[src/rtl/nn_infer_sequencer.sv]
// nn_infer_sequencer: steps the two MLP matmul chains, then argmaxes the 10 output sums.
// Optional NN_SEQ_AUTORUN_EN: DONE loops straight back to CLR1 for continuous classification.
module nn_infer_sequencer #(
   parameter int COLS1  = 784,
   parameter int ROWS1  = 110,
   parameter int ROWS2  = 10,
   parameter int IDX_W  = 10,
   parameter int SUM_W  = 32,
   parameter int RD_LAT = 1
) (
   input  logic                    clk100_extern,
   input  logic                    reset_in,
   input  logic                    start,
   output logic                    busy,
   output logic                    done,
   output logic                    rd_en,
   output logic [IDX_W-1:0]        rd_idx,
   output logic                    layer,
   output logic                    acc_clr1,
   output logic                    acc_clr2,
   output logic                    acc_en1,
   output logic                    acc_en2,
   output logic [3:0]              out_sel,
   input  logic signed [SUM_W-1:0] out_sum,
   output logic [3:0]              digit,
   output logic                    digit_valid
);
   typedef enum logic [3:0] {IDLE, CLR1, RUN1, DRAIN1, CLR2, RUN2, DRAIN2, ARGMAX, DONE} state_t;
   state_t state_q, state_d;
   logic [IDX_W-1:0] cnt_q, cnt_d, rd_idx_q, rd_idx_d;
   logic signed [SUM_W-1:0] best_val_q, best_val_d;
   logic [3:0] best_idx_q, best_idx_d, out_sel_q, out_sel_d, digit_q, digit_d;
   logic busy_q, busy_d, done_q, done_d, rd_en_q, rd_en_d, layer_q, layer_d;
   logic acc_clr1_q, acc_clr1_d, acc_clr2_q, acc_clr2_d, digit_valid_q, digit_valid_d;
   logic [RD_LAT-1:0] en1_q, en1_d, en2_q, en2_d;

   always_comb begin
      state_d    = state_q;
      cnt_d      = cnt_q + 1'b1;
      best_val_d = best_val_q;
      best_idx_d = best_idx_q;
      case (state_q)
         IDLE: begin
            cnt_d = '0;
            if (start) state_d = CLR1;
         end
         CLR1: begin
            cnt_d   = '0;
            state_d = RUN1;
         end
         RUN1: if (cnt_q == IDX_W'(COLS1-1)) begin
            cnt_d   = '0;
            state_d = DRAIN1;
         end
         DRAIN1: if (cnt_q == IDX_W'(RD_LAT-1)) begin
            cnt_d   = '0;
            state_d = CLR2;
         end
         CLR2: begin
            cnt_d   = '0;
            state_d = RUN2;
         end
         RUN2: if (cnt_q == IDX_W'(ROWS1-1)) begin
            cnt_d   = '0;
            state_d = DRAIN2;
         end
         DRAIN2: if (cnt_q == IDX_W'(RD_LAT-1)) begin
            cnt_d   = '0;
            state_d = ARGMAX;
         end
         ARGMAX: begin
            // strict compare so ties keep the lower index
            if (cnt_q == '0 || out_sum > best_val_q) begin
               best_val_d = out_sum;
               best_idx_d = cnt_q[3:0];
            end
            if (cnt_q == IDX_W'(ROWS2-1)) begin
               cnt_d   = '0;
               state_d = DONE;
            end
         end
         DONE: begin
            cnt_d = '0;
`ifdef NN_SEQ_AUTORUN_EN
            state_d = CLR1;
`else
            state_d = IDLE;
`endif
         end
         default: begin
            cnt_d   = '0;
            state_d = IDLE;
         end
      endcase
      busy_d        = state_d != IDLE;
      done_d        = state_d == DONE;
      rd_en_d       = state_d == RUN1 || state_d == RUN2;
      layer_d       = state_d == RUN2;
      rd_idx_d      = rd_en_d ? cnt_d : '0;
      acc_clr1_d    = state_d == CLR1;
      acc_clr2_d    = state_d == CLR2;
      out_sel_d     = state_d == ARGMAX ? cnt_d[3:0] : 4'd0;
      digit_d       = done_d ? best_idx_d : digit_q;
      digit_valid_d = digit_valid_q | done_d;
      en1_d         = en1_q << 1;
      en1_d[0]      = rd_en_q & ~layer_q;
      en2_d         = en2_q << 1;
      en2_d[0]      = rd_en_q & layer_q;
   end

   always_ff @(posedge clk100_extern or negedge reset_in) begin
      if (!reset_in) begin
         state_q       <= IDLE;
         cnt_q         <= '0;
         best_val_q    <= '0;
         best_idx_q    <= '0;
         busy_q        <= 1'b0;
         done_q        <= 1'b0;
         rd_en_q       <= 1'b0;
         layer_q       <= 1'b0;
         rd_idx_q      <= '0;
         acc_clr1_q    <= 1'b0;
         acc_clr2_q    <= 1'b0;
         out_sel_q     <= '0;
         digit_q       <= '0;
         digit_valid_q <= 1'b0;
         en1_q         <= '0;
         en2_q         <= '0;
      end else begin
         state_q       <= state_d;
         cnt_q         <= cnt_d;
         best_val_q    <= best_val_d;
         best_idx_q    <= best_idx_d;
         busy_q        <= busy_d;
         done_q        <= done_d;
         rd_en_q       <= rd_en_d;
         layer_q       <= layer_d;
         rd_idx_q      <= rd_idx_d;
         acc_clr1_q    <= acc_clr1_d;
         acc_clr2_q    <= acc_clr2_d;
         out_sel_q     <= out_sel_d;
         digit_q       <= digit_d;
         digit_valid_q <= digit_valid_d;
         en1_q         <= en1_d;
         en2_q         <= en2_d;
      end
   end

   assign busy        = busy_q;
   assign done        = done_q;
   assign rd_en       = rd_en_q;
   assign rd_idx      = rd_idx_q;
   assign layer       = layer_q;
   assign acc_clr1    = acc_clr1_q;
   assign acc_clr2    = acc_clr2_q;
   assign acc_en1     = en1_q[RD_LAT-1];
   assign acc_en2     = en2_q[RD_LAT-1];
   assign out_sel     = out_sel_q;
   assign digit       = digit_q;
   assign digit_valid = digit_valid_q;
endmodule

[config.mk]
export PLATFORM = sky130hd
export DESIGN_NAME = nn_infer_sequencer
export DESIGN_NICKNAME = d
export VERILOG_FILES = /design/src/rtl/nn_infer_sequencer.sv
export SDC_FILE = /design/constraint.sdc
export NUM_CORES = 1
export LEC_CHECK = 0
export CAP_MARGIN = 25
export CORE_ASPECT_RATIO = 1.25
export CORE_MARGIN = 2
export CORE_UTILIZATION = 50
export DETAILED_ROUTE_END_ITERATION = 10
export HOLD_SLACK_MARGIN = 0.08
export PLACE_DENSITY = 0.84
export REMOVE_ABC_BUFFERS = 1
export SLEW_MARGIN = 20
export SYNTH_ARGS = -nofsm -noshare
export SYNTH_HDL_FRONTEND = slang
export SYNTH_SLANG_ARGS = --single-unit
[constraint.sdc]
create_clock -name clk100_extern -period 3.35 [get_ports clk100_extern]
set_clock_uncertainty 0.15 [all_clocks]
set_input_delay 1.005 -clock clk100_extern [delete_from_list [all_inputs] [get_ports clk100_extern]]
set_output_delay 1.005 -clock clk100_extern [all_outputs]
set_load 0.005 [all_outputs]
==> results of run 1 <==
## layout make-up
| class | instances | area, sq um |
|---|---|---|
| sequential | 77 | 1930 |
| inverter | 39 | 146 |
| fill | 528 | 2430 |
| clock buffer | 10 | 128 |
| multi-input combinational | 241 | 2120 |
| tap | 95 | 119 |
| timing repair buffer | 79 | 896 |
| clock inverter | 6 | 70.1 |
## final timing paths
path,end,slack (ps),depth (start not counted)
setup / recovery,best_val_q[12]$_DFFE_PN0P_,80,10
hold / removal,acc_en1$_DFF_PN0_,300,1
setup reg to reg,best_val_q[12]$_DFFE_PN0P_,510,11
hold reg to reg,acc_en1$_DFF_PN0_,300,1
max in group asynchronous,best_idx_q[1]$_DFF_PN0_,2100,2
min in group asynchronous,best_val_q[9]$_DFFE_PN0P_,390,1
## layer usage
| layer | global-route usage, % | share of wire (%) | vias up |
|---|---|---|---|
| met5 | 0 | 0 | - |
| li1 | - | - | 1433 |
| met1 | 24.6 | 41 | 1489 |
| met2 | 33.0 | 53 | 72 |
| met4 | 9.41 | 2.7 | 0 |
| met3 | 3.24 | 3.8 | 21 |
## critical path: stages
cell,delay (ps)
dlygate4sd2_1,280
ha_4,260
a21oi_1,130
o21ai_1,80
a221o_1,300
o31a_1,320
o211ai_2,230
nand3_4,200
clkbuf_16,240
mux2_4,300
## per-stage QoR
| stage | utilization, % | power (W) | area [sq um] | worst slack (ps) | hold slack (ps) |
|---|---|---|---|---|---|
| 2_1_floorplan | - | 0.00283 | 3990 | -139 | 290 |
| 3_3_place_gp | 61.8 | 0.00338 | 4840 | -393 | 279 |
| 4_1_cts | 64.5 | 0.00421 | 5050 | -4.15 | 300 |
| 3_5_place_dp | 61.8 | 0.00347 | 4840 | -422 | 293 |
| 6_report | 68.9 | 0.00450 | 5400 | 83.8 | 296 |
| 5_1_grt | 68.9 | 0.00481 | 5400 | 5.03 | 329 |
## sequential cells by signal, summed over array words and instances, names as in the netlist
| register | cells |
|---|---|
| acc_clr1 | 1 |
| acc_clr2 | 1 |
| acc_en1 | 1 |
| acc_en2 | 1 |
| best_idx_q | 4 |
| best_val_q | 32 |
| busy | 1 |
| cnt_q | 10 |
| digit | 4 |
| digit_valid | 1 |
| done | 1 |
| layer | 1 |
| out_sel | 4 |
| rd_en | 1 |
| rd_idx | 10 |
| state_q | 4 |
## layout by cell type (no fill, tap or decap), types with 3 or more instances in the layout
| master | n |
|---|---|
| a21o_1 | 3 |
| a21oi_1 | 18 |
| and3_1 | 4 |
| buf_4 | 13 |
| clkbuf_8 | 9 |
| clkdlybuf4s50_1 | 31 |
| clkinvlp_4 | 3 |
| dfrtp_1 | 77 |
| dlymetal6s2s_1 | 28 |
| ha_1 | 20 |
| ha_4 | 14 |
| inv_1 | 39 |
| mux2_2 | 5 |
| mux2_4 | 27 |
| nand2_1 | 13 |
| nand2b_1 | 6 |
| nand3_1 | 9 |
| nand4_1 | 14 |
| nor2_1 | 38 |
| nor2b_1 | 7 |
| nor3_1 | 5 |
| nor3b_1 | 3 |
| o21ai_0 | 6 |
| xnor2_1 | 3 |
| xor2_1 | 5 |
## repair_timing
item | CTS | global route
setup buffers | 1 | 1
resized for setup | 4 | 47
hold endpoints to repair | 0 | 0
pin swaps | 1 | 40
gates cloned | 0 | 2
setup endpoints to repair | 26 | 39
## power breakdown
| group | total (W) | switching (W) | internal [W] |
|---|---|---|---|
| sequential | 0.00146 | 0.000224 | 0.00124 |
| combinational | 0.00233 | 0.00104 | 0.00129 |
| clock | 0.000706 | 0.000357 | 0.000350 |
## cells by family after synthesis
family	after synthesis	synth area share (%)
AOI/OAI and AO/OA	53	8.78
xor gates and xnor gates	8	1.73
adders and majority gates	35	10.8
buffers and inverters	46	4.92
DFF	77	47.6
muxes	33	11.7
and+or+nand+nor	112	14.5
==> impl_metrics.toml, run 1 <==
[drt]
drt-vias-per-instance = 5.51
drcViolationCount = 0
drt_pre_antenna_iters = 4
detailedRoute.firstIterationViolations = 114
wire_per_inst_um = 16.6
postRouteAntennaNets = 0
routed-via-count = 3015
route.final.wire_length_mm = 9.10

[clocking]
cts_hold_repair.buffers = 0
cts_inserted_buffers = 9
clkSlewWorstSetupHoldPaths_ps = 90
cts.root.buffer_cell = "clkbuf_8"
cts_tree = "done"
clock_tree.buffer_depth = 2
clock_tree.htree_level_count = 3
clock_latency_ps = 350
tritoncts_num_sinks = 77

[synthesis]
postSynthCellCount = 364
register_area_share_after_synthesis_pct = 47.6
post_synth_main_area_contributors = "dfrtp_1, ha_1, mux2_4, inv_1, nor2_1"
synth_area_per_cell_sq_um = 11.1
synth.cell_area_sq_um = 4050
ys.flop_type = "dfrtp_1"
yosysWarningCount = 0
netlist_top_cells_count = "dfrtp_1, inv_1, nor2_1, ha_1, mux2_4"
synth_enable_flop_cells = 0
synth_cell_types = 49
ys_ff_latch = 77
synth_top_area_cell = "dfrtp_1"
synth.most_common_cell = "dfrtp_1"
synthArstFlopShare_pct = 100
yosysTopAreaCellShare_pct = 47.6

[floorplanning]
core_area_sq_um = 7840
floorplan.initialDensity_pct = 51.6
die_area_sq_um = 8830
die_h_um = 105
die_width_um = 84.5
rows = 36
ios = 62

[global_route]
antenna_found_initial = 0
grt_overflow_total = 0
global_route_wire_length_before_repair_mm = 14.0
grt_max_degree = 78
grt_pass1_vias = 3098
globalRouteTotalUtil_pct = 19.7

[critical_path]
worstPathArrival_ps = 3340
worst_ep_required_time_ps = 3430
worstSetupPathType = "input port to flop"
critical_path.reg2reg.startpoint = "best_val_q[25]$_DFFE_PN0P_"
crit_fanout = 8
worstSetupStartpointType = "input port"
timing.critical_path.to_type = "flop"
crit_path_start = "out_sum[7]"

[place]
post-dp-hpwl_mm = 6.03
placedCellCount = 526
io_buffers = 61
gpl.final_weighted_congestion = 0.861

[timing]
grt_setup_unrepaired = "false"
finalCriticalPeriod_ps = 3270
fmax_mhz = 306
period_share_pct = 97.5
final-max-slew-violation-count = 0
timing.slew.headroom_pct = 70.7
fin_setup_tns_ps = 0
worstMarginPinSlew_ps = 437
hold_viol = 0
setup-violations-final = 0

[worst_hold_path]
timing.hold.worst.start = "layer$_DFF_PN0_"
holdCritPathClass = "flop to flop"

[cells_and_area]
diodes = 0
finish.cell_count_without_fillers = 547
flow.area_growth_from_synthesis_pct = 33.5
net_count_reported_at_finish = 517
post_route_cells_drive_above_1_share_pct = 20.4

[power_and_ir_drop]
power.density_cell_area_nw_per_um2 = 832
worst_ir_drop_vdd_uv = 526
p_leak_nw = 2.74

[run]
max-cap-violations = 0

[status]
status = "finished clean"
Note: power is estimated with default switching activity, not from simulation.
==> inputs of run 2 (changes only) <==
Settings changed: CAP_MARGIN 25 to 10.
Clock period 3.35 ns to 3.34 ns, I/O delays scaled along.
==> impl_metrics.toml, run 2 (synthesized netlist as in run 1, its figures left out) <==
[timing]
hold_viol = 0
worstMarginPinSlew_ps = 945
period_share_pct = 98.4
timing.slew.headroom_pct = 37.0
finalCriticalPeriod_ps = 3290
fmax_mhz = 304
post-route-worst-setup-slack_ps = 53.3
final-max-slew-violation-count = 0
holdWs_ps = 295
setup-violations-final = 0

[critical_path]
crit_cells = 10
slowest_stage = "nor4_4"
worstSetupPathType = "input port to flop"
worst-r2r-cell-count = 10
crit_fanout = 8
path_cells = "dlygate4sd2_1 > ha_1 > nand4_1 > nor4_4 > a31oi_2 > buf_4 > o211ai_4 > nand3_4 > buf_12 > mux2_4"
worstSetupStartpointType = "input port"
timing.critical_path.to_type = "flop"
worstPathArrival_ps = 3370
worst_ep_required_time_ps = 3430
slowest_delay_ps = 430
buffers_plus_inverters_on_the_worst_setup_path = 3
crit_family = "simple AND/OR/NAND/NOR gates"

[floorplanning]
rows = 36
die_area_sq_um = 8830
ios = 62
die_width_um = 84.5
core_area_sq_um = 7840
die_h_um = 105
floorplan.initialDensity_pct = 51.6

[cells_and_area]
largest_register_ffs = 32
layout.cells.most_common = "dfrtp_1"
net_count_reported_at_finish = 519
largest-register = "best_val_q"
diodes = 0
post_route_cells_drive_above_1_share_pct = 19.2
final_area_sq_um = 5330
final.fill_count = 557
utilization_pct = 68.0
final_cell_mix = "dfrtp_1, inv_1, nor2_1"
flow.area_growth_from_synthesis_pct = 31.7

[worst_hold_path]
holdCritPathClass = "flop to flop"
timing.hold.worst_path_depth = 1

[drt]
detailedRoute.firstIterationViolations = 92
wire_per_inst_um = 16.6
drcViolationCount = 0
drt_pre_antenna_iters = 6
routed-via-count = 3012
postRouteAntennaNets = 0
route.final.wire_length_mm = 9.12
drt-vias-per-instance = 5.49

[run]
max-cap-violations = 0

[power_and_ir_drop]
p_leak_nw = 2.63
power.density_cell_area_nw_per_um2 = 891
worst_ir_drop_vdd_uv = 515

[status]
status = "finished clean"

[clocking]
clock_tree.buffer_depth = 2
tritoncts_num_sinks = 77
cts.root.buffer_cell = "clkbuf_8"
cts_tree = "done"
clock_tree.htree_level_count = 3
clkSlewWorstSetupHoldPaths_ps = 80
cts_hold_repair.buffers = 0
clock_latency_ps = 350
cts_inserted_buffers = 9

[place]
placement_setup_slack_ps = -427
io_buffers = 61
post-dp-hpwl_mm = 6.10
dpl-instance-area_sq_um = 4840
gpl.final_weighted_congestion = 0.861

[global_route]
grt_overflow_total = 0
global_route_wire_length_before_repair_mm = 14.9
antenna_found_initial = 0
grt_pass1_vias = 3184
globalRouteTotalUtil_pct = 21.0
grt_max_degree = 78
## run 2: cell types whose count changed in the layout (fill, tap and decap cells not counted), moves of 3 or more
cell / delta
ha_1: +8
bufinv_16: +4
ha_4: -8
dlymetal6s2s_1: -20
buf_4: +3
dlygate4sd2_1: +17
clkinvlp_4: -3
## run 2: repair_timing
| item | 4_1_cts | 5_1_grt |
|---|---|---|
| endpoints found under the setup margin | 36 | 37 |
| buffers inserted | 4 | 1 |
| cloned | 1 | 1 |
| resized for setup | 28 | 19 |
| pin swaps | 7 | 26 |
## run 2: worst paths after layout
path	start	to	slack, ps
worst min register to register	layer$_DFF_PN0_	acc_en1$_DFF_PN0_	290
worst max-delay path	out_sum[26]	best_val_q[6]$_DFFE_PN0P_	50
min in group asynchronous	reset_in	best_val_q[3]$_DFFE_PN0P_	650
max in group asynchronous	reset_in	best_idx_q[2]$_DFF_PN0_	1790
worst min-delay path	layer$_DFF_PN0_	acc_en1$_DFF_PN0_	290
worst max register to register	best_val_q[5]$_DFFE_PN0P_	best_val_q[6]$_DFFE_PN0P_	550
## run 2: worst register-to-register path: stages, from the launching register on
cell	delay, ps
dfrtp_1	360
inv_1	50
ha_1	330
a21oi_2	160
o21ai_1	80
a221o_1	300
o31a_1	330
o211ai_4	210
nand3_4	200
buf_12	220
mux2_4	300
## run 2: metrics by stage
stage	power, W	instances	setup TNS (ps)
2_1_floorplan	0.00284	357	-4630
3_3_place_gp	0.00339	526	-13650
3_5_place_dp	0.00349	526	-14620
4_1_cts	0.00462	547	-2.52
5_1_grt	0.00505	549	-444
6_report	0.00475	549	0
## run 2: area by class of cell
class                   instances  area [sq um]  share of cell area (%)
clock buffers                  10           128                    2.39
clock inverters                 6           159                    2.98
inverters                      39           146                    2.75
multi-input cells             241          2030                    38.1
flip-flops and latches         77          1930                    36.2
well taps                      95           119                    2.23
repair buffers                 81           822                    15.4
## run 2: routing by layer
| layer | global-route usage [%] | vias up | share of wire, % |
|---|---|---|---|
| li1 | - | 1438 | - |
| met1 | 25.3 | 1487 | 41 |
| met3 | 3.16 | 20 | 2.8 |
| met4 | 11.3 | 0 | 2.4 |
| met5 | 0 | - | 0 |
| met2 | 35.9 | 67 | 53 |
## run 2: power by group
| group | leakage, nW | internal (W) | switching, W |
|---|---|---|---|
| Combinational | 1.53 | 0.00126 | 0.00101 |
| Clock | 0.141 | 0.000649 | 0.000353 |
| Sequential | 0.962 | 0.00124 | 0.000225 |
| Total | 2.63 | 0.00316 | 0.00159 |
